==> config.mk <==
export PLATFORM = sky130hd
export DESIGN_NAME = lut_neuron_bank
export DESIGN_NICKNAME = d
export VERILOG_FILES = /design/src/rtl/lut_neuron_bank.sv
export SDC_FILE = /design/constraint.sdc
export NUM_CORES = 1
export LEC_CHECK = 0
export CAP_MARGIN = 20
export CORE_MARGIN = 3
export CORE_UTILIZATION = 25
export DETAILED_ROUTE_END_ITERATION = 10
export PLACE_DENSITY = 0.44
export SLEW_MARGIN = 20
export SYNTH_ARGS = -nofsm -noshare
export SYNTH_HDL_FRONTEND = slang
export SYNTH_SLANG_ARGS = --single-unit
==> constraint.sdc <==
create_clock -name clk -period 17.8 [get_ports clk]
set_input_delay 1.78 -clock clk [delete_from_list [all_inputs] [get_ports clk]]
set_output_delay 1.78 -clock clk [all_outputs]
set_load 0.005 [all_outputs]
==> src/rtl/lut_neuron_bank.sv <==
// Bank of NEURONS runtime-loadable lookup-table neurons behind a 2-stage valid/ready pipeline.
// Optional feature macro: LUT_PARITY_EN (per-entry even parity plus sticky parity_err output).

module lut_neuron_bank #(
    parameter int IN_BITS  = 8,
    parameter int OUT_BITS = 1,
    parameter int NEURONS  = 4,
    parameter int NIDX_W   = 2
) (
    input  logic                        clk,
    input  logic                        rst,
    input  logic                        in_valid,
    output logic                        in_ready,
    input  logic [NEURONS*IN_BITS-1:0]  in_data,
    output logic                        out_valid,
    input  logic                        out_ready,
    output logic [NEURONS*OUT_BITS-1:0] out_data,
    input  logic                        cfg_we,
    output logic                        cfg_ready,
    input  logic [NIDX_W-1:0]           cfg_neuron,
    input  logic [IN_BITS-1:0]          cfg_addr,
    input  logic [OUT_BITS-1:0]         cfg_data,
    output logic                        init_done
`ifdef LUT_PARITY_EN
    ,
    output logic                        parity_err
`endif
);

    localparam int DEPTH = 1 << IN_BITS;
`ifdef LUT_PARITY_EN
    localparam int ENT_W = OUT_BITS + 1;
`else
    localparam int ENT_W = OUT_BITS;
`endif

    typedef enum logic {
        ST_INIT = 1'b0,
        ST_RUN  = 1'b1
    } state_t;

    state_t               state_q, state_d;
    logic [IN_BITS-1:0]   cnt_q, cnt_d;
    logic                 run;

    // Tables live in distributed RAM: no reset, the INIT sweep clears them instead.
    logic [ENT_W-1:0]     mem_q [NEURONS][DEPTH];

    logic [NEURONS-1:0]   wr_en;
    logic [IN_BITS-1:0]   wr_addr;
    logic [ENT_W-1:0]     wr_ent;

    logic [NEURONS-1:0][ENT_W-1:0] rd_ent;
    logic [NEURONS*OUT_BITS-1:0]   lookup;

    logic                        s1_valid_q, s1_valid_d;
    logic [NEURONS*IN_BITS-1:0]  s1_addr_q, s1_addr_d;
    logic                        s2_valid_q, s2_valid_d;
    logic [NEURONS*OUT_BITS-1:0] s2_data_q, s2_data_d;
    logic                        s1_advance;

    always_comb begin
        state_d = state_q;
        cnt_d   = cnt_q;
        case (state_q)
            ST_INIT: begin
                cnt_d = cnt_q + IN_BITS'(1);
                if (&cnt_q) begin
                    state_d = ST_RUN;
                end
            end
            ST_RUN: begin
                state_d = ST_RUN;
            end
            default: begin
                state_d = ST_INIT;
            end
        endcase
    end

    always_ff @(posedge clk or negedge rst) begin
        if (!rst) begin
            state_q <= ST_INIT;
            cnt_q   <= '0;
        end else begin
            state_q <= state_d;
            cnt_q   <= cnt_d;
        end
    end

    assign run       = (state_q == ST_RUN);
    assign cfg_ready = run;
    assign init_done = run;

    // While sweeping, every neuron clears entry cnt_q; afterwards only the config port writes.
    always_comb begin
        wr_en   = '0;
        wr_addr = cnt_q;
        wr_ent  = '0;
        if (!run) begin
            wr_en = '1;
        end else if (cfg_we) begin
            wr_addr = cfg_addr;
`ifdef LUT_PARITY_EN
            wr_ent  = {^cfg_data, cfg_data};
`else
            wr_ent  = cfg_data;
`endif
            for (int k = 0; k < NEURONS; k++) begin
                if (cfg_neuron == NIDX_W'(k)) begin
                    wr_en[k] = 1'b1;
                end
            end
        end
    end

    always_ff @(posedge clk) begin
        for (int k = 0; k < NEURONS; k++) begin
            if (wr_en[k]) begin
                mem_q[k][wr_addr] <= wr_ent;
            end
        end
    end

    // Asynchronous read of the S1 addresses; a same-edge write is not yet visible here.
    always_comb begin
        rd_ent = '0;
        lookup = '0;
        for (int k = 0; k < NEURONS; k++) begin
            rd_ent[k] = mem_q[k][s1_addr_q[k*IN_BITS +: IN_BITS]];
            lookup[k*OUT_BITS +: OUT_BITS] = rd_ent[k][OUT_BITS-1:0];
        end
    end

    assign s1_advance = !s2_valid_q || out_ready;
    assign in_ready   = run && (!s1_valid_q || s1_advance);

    always_comb begin
        s1_valid_d = s1_valid_q;
        s1_addr_d  = s1_addr_q;
        s2_valid_d = s2_valid_q;
        s2_data_d  = s2_data_q;
        if (in_ready) begin
            s1_valid_d = in_valid;
            if (in_valid) begin
                s1_addr_d = in_data;
            end
        end
        if (s1_advance) begin
            s2_valid_d = s1_valid_q;
            if (s1_valid_q) begin
                s2_data_d = lookup;
            end
        end
    end

    always_ff @(posedge clk or negedge rst) begin
        if (!rst) begin
            s1_valid_q <= 1'b0;
            s1_addr_q  <= '0;
            s2_valid_q <= 1'b0;
            s2_data_q  <= '0;
        end else begin
            s1_valid_q <= s1_valid_d;
            s1_addr_q  <= s1_addr_d;
            s2_valid_q <= s2_valid_d;
            s2_data_q  <= s2_data_d;
        end
    end

    assign out_valid = s2_valid_q;
    assign out_data  = s2_data_q;

`ifdef LUT_PARITY_EN
    logic [NEURONS-1:0] par_bad;
    logic               perr_q, perr_d;

    always_comb begin
        par_bad = '0;
        for (int k = 0; k < NEURONS; k++) begin
            par_bad[k] = ^rd_ent[k];
        end
    end

    // Sticky: any bad entry loaded into S2 latches the error until reset.
    always_comb begin
        perr_d = perr_q;
        if (s1_advance && s1_valid_q && (|par_bad)) begin
            perr_d = 1'b1;
        end
    end

    always_ff @(posedge clk or negedge rst) begin
        if (!rst) begin
            perr_q <= 1'b0;
        end else begin
            perr_q <= perr_d;
        end
    end

    assign parity_err = perr_q;
`endif

endmodule

==> summary.md <==
| Metric | Value |
|---|---|
| CTS HTree Levels | `3` |
| Post-route clock skew | `55.50 ps` |
| Area delta synth->final | `14.19%` |
| Site row count | `between 150 and 200` |
| Clock share of power | `0.464` |
| Critical path arrival | `3310 ps` |
| Hold-fix buffers, CTS | `0` |
| Initial DRC Count | `2191` |
| Internal power | `4.074 mW` |
| Layout Cells excl Fill | `5860` |
| CTS tree | `done` |
| Status | `completed` |
| Avg Vias per Cell | `between 4 and 5` |
| CTS root buf | `clkbuf_16` |
| Fmax | `196.6 MHz` |
| Antenna violations before repair | `5` |
| # Max-Cap Violations | `0` |
| Register area | `31960 um^2` |
| FF-to-FF Start | `cfg_ready$_DFF_PN0_` |
| Via Count | `between 20000 and 30000` |
| Flop pwr share | `0.532` |
| Crit path from | `out_ready` |
| Worst Setup EP | `in_ready` |
| Total wire length | `133700 um` |
| Net Sw Power | `1.042 mW` |
| Synth Net Count | `3372` |
| CTS Sinks | `~1100` |
| Drt wl/cell | `22.82 um` |
| Die H | `438.5 um` |
| Nets | `3324` |
| Switching share of power | `0.2037` |
| Slew at the pin closest to its max-slew limit | `1182 ps` |
| Post-route minimum period | `just over 5000 ps` |
| Setup violations, final | `0` |
| Initial Utilization | `0.2519` |
| DRC | `0` |
| CORE AREA | `185600 um^2` |
| Reg2Reg Setup Slack | `13970 ps` |
| Synth Instances | `3323` |
| Max FO, Critical Path | `7` |
| Clock-pin slew on the worst setup and hold paths | `60 ps` |
| Number of library cell types mapped by synthesis | `56` |
| Hold Fails Final Rpt | `0` |
| CP Launch Type | `input pin` |
| GPL Wtd Cong | `0.7826` |
| Critical R2R Capture | `mem_q[2][79]$_DFFE_PP_` |
| Area taken by multi-input logic gates | `13610 um^2` |
| Post-CTS setup buffer count | `0` |
| First-pass GRT wire length | `about 200000 um` |
| Logic pwr share | `0.004` |
| Register-to-Register Path Depth | `7` |
| Hold Slack | `510.0 ps` |
| Post-synth EDFFs | `1024` |
| Pre-antenna DRT Iters | `6` |
| Hold crit path type | `reg -> reg` |
| Worst EP required | `~16000 ps` |
| Worst skew pair latency | `~740 ps` |
| Critical path class | `in -> out` |
| Max VDD drop | `0.00007793 V` |
| CTS resizes | `0` |
| Final Cycle Share | `0.2857` |
| Largest net degree at the start of global routing | `254` |
| Slew Limit Fails | `0` |
| GRT Overall Usage | `0.1378` |
| Setup slack at placement | `11570 ps` |
| Cts bufs inserted | `117` |
| Crit. End Element | `output pin` |
| Mapped Avg Cell Area | `14.07 um^2` |
| Setup ws final | `roughly 13000 ps` |
| Io pins | `56` |
| Total leakage power | `12.83 nW` |
| Mapped Area | `around 47000 um^2` |
| Yosys warning count | `0` |
| Vias in the first global route | `27950` |
| Die area | `192300 um^2` |
| Ys flop type | `edfxtp_1` |
| Post-synthesis sequential area ratio | `0.6828` |
| Fillers | `18850` |
| Remaining Overflow, GRT | `0` |
| PortBufs | `between 50 and 60` |
| Layout cells sized above 1 | `0.1474` |
| Die Wd | `~440 um` |
| CTS max path bufs | `3` |
| Rel. slew slack | `0.2121` |
| Flops & latches, synth | `1071` |
| Setup_tns | `0 ps` |
| Detailed placer's ending HPWL | `between 70000 and 80000 um` |
| Antenna-violating nets left | `0` |
| Placed insts | `approximately 5600` |
| RSZ-0062 raised after global routing | `no` |
| P per Cell Area | `95.83 nW/um^2` |
| Async SR Flop Fraction | `0.04388` |
-- layout by cell type, fill, tap and decap left out, types with 22 or more instances in the layout --
| master | n |
|---|---|
| clkbuf_1 | 27 |
| a31oi_1 | 26 |
| clkbuf_16 | 118 |
| edfxtp_1 | 1024 |
| nor2_1 | 1058 |
| nand3_1 | 65 |
| a22oi_1 | 45 |
| dfrtp_1 | 39 |
| buf_4 | 44 |
| mux2i_1 | 46 |
| clkdlybuf4s50_1 | 54 |
| nor3_1 | 22 |
| mux4_2 | 210 |
| clkinv_1 | 36 |
| nand2_1 | 168 |
| nor2b_1 | 34 |
| mux2_2 | 53 |
| clkinv_2 | 23 |
-- critical path, stage by stage --
cell,delay [ps]
clkdlybuf4s50_1,450
nand2b_1,90
buf_4,270
o21a_1,200
clkdlybuf4s50_1,510
-- area by class of cell --
| class | count | area share |
|---|---|---|
| Antenna cell | 2 | 0.00009374 |
| Clock buffer | 145 | 0.05721 |
| Multi-Input combinational cell | 1964 | 0.2548 |
| Timing Repair Buffer | 102 | 0.01809 |
| Sequential cell | 1071 | 0.5985 |
| Clock inverter | 77 | 0.01179 |
| Inverter | 19 | 0.001336 |
| Tap cell | 2480 | 0.05812 |
-- sequential cells by signal (all words and copies together) (netlist names) --
register,cells
out_valid,1
mem_q,1024
s1_valid_q,1
cnt_q,8
s1_addr_q,32
cfg_ready,1
out_data,4
-- how the worst min path moves through the flow --
| stage | startpoint | to | slack, ps | cells after the start |
|---|---|---|---|---|
| floorplan | out_data[1]$_DFFE_PN0P_ | out_data[1]$_DFFE_PN0P_ | 490 | 2 |
| detailed placement | s1_addr_q[2]$_DFFE_PN0P_ | s1_addr_q[2]$_DFFE_PN0P_ | 500 | 1 |
| finish | s1_addr_q[2]$_DFFE_PN0P_ | s1_addr_q[2]$_DFFE_PN0P_ | 510 | 1 |
| global placement | s1_addr_q[2]$_DFFE_PN0P_ | s1_addr_q[2]$_DFFE_PN0P_ | 500 | 1 |
| global route | s1_addr_q[2]$_DFFE_PN0P_ | s1_addr_q[2]$_DFFE_PN0P_ | 530 | 1 |
| CTS | s1_addr_q[2]$_DFFE_PN0P_ | s1_addr_q[2]$_DFFE_PN0P_ | 510 | 1 |
-- per-layer routing --
metal	vias up	track usage	share of wire
met5	-	0	0.000097
li1	12140	-	-
met2	581	0.2344	0.49
met3	149	0.01955	0.039
met4	2	0.02876	0.017
met1	14550	0.1869	0.45
-- cell families (layout without fill, tap and decap cells) --
logic type / after synthesis / in the layout / share of synthesized area
compound gates: 177 / 177 / 0.02716
xor+xnor: 7 / 7 / 0.001311
fa+ha+maj: 1 / 1 / 0.0002676
buf+inv: 288 / 343 / 0.02791
flops: 1071 / 1071 / 0.6828
mux: 327 / 327 / 0.1339
other cells: 0 / 2 / 0
simple gates: 1452 / 1452 / 0.1267
-- power groups by stage --
stage          sequential [mW]  clock (mW)  combinational, mW
2_1_floorplan             2.77           0            0.00238
5_1_grt                   2.72        2.53             0.0232
3_5_place_dp              2.77           0             0.0221
4_1_cts                   2.72        2.44             0.0222
6_report                  2.72        2.38             0.0212
3_3_place_gp              2.77           0             0.0221
-- through the flow --
stage | instance area (um^2) | util | power (mW)
after floorplan | 46760 | - | 2.775
after global placement | 49630 | 0.2673 | 2.795
after detailed placement | 49630 | 0.2673 | 2.795
after CTS | 53310 | 0.2872 | 5.184
after global routing | 53390 | 0.2876 | 5.270
final | 53390 | 0.2876 | 5.116
-- synthesized netlist by cell type, types with 12 or more instances --
master | number | share of area
dfrtp_1 | 47 | 0.025
nand3_1 | 65 | 0.0070
mux2i_1 | 46 | 0.0098
nor2_1 | 1058 | 0.085
nand2b_1 | 19 | 0.0025
mux2_2 | 53 | 0.013
edfxtp_1 | 1024 | 0.66
nand2_1 | 184 | 0.015
mux4_1 | 18 | 0.010
a31oi_1 | 26 | 0.0035
o21ai_0 | 19 | 0.0020
nor3_1 | 22 | 0.0024
nand4_1 | 17 | 0.0023
nor2b_1 | 34 | 0.0045
buf_4 | 26 | 0.0042
clkbuf_1 | 195 | 0.016
nand3b_1 | 12 | 0.0019
mux4_2 | 210 | 0.10
a22oi_1 | 45 | 0.0072
buf_2 | 29 | 0.0031
inv_1 | 19 | 0.0015
(Power assumes the default switching activity.)
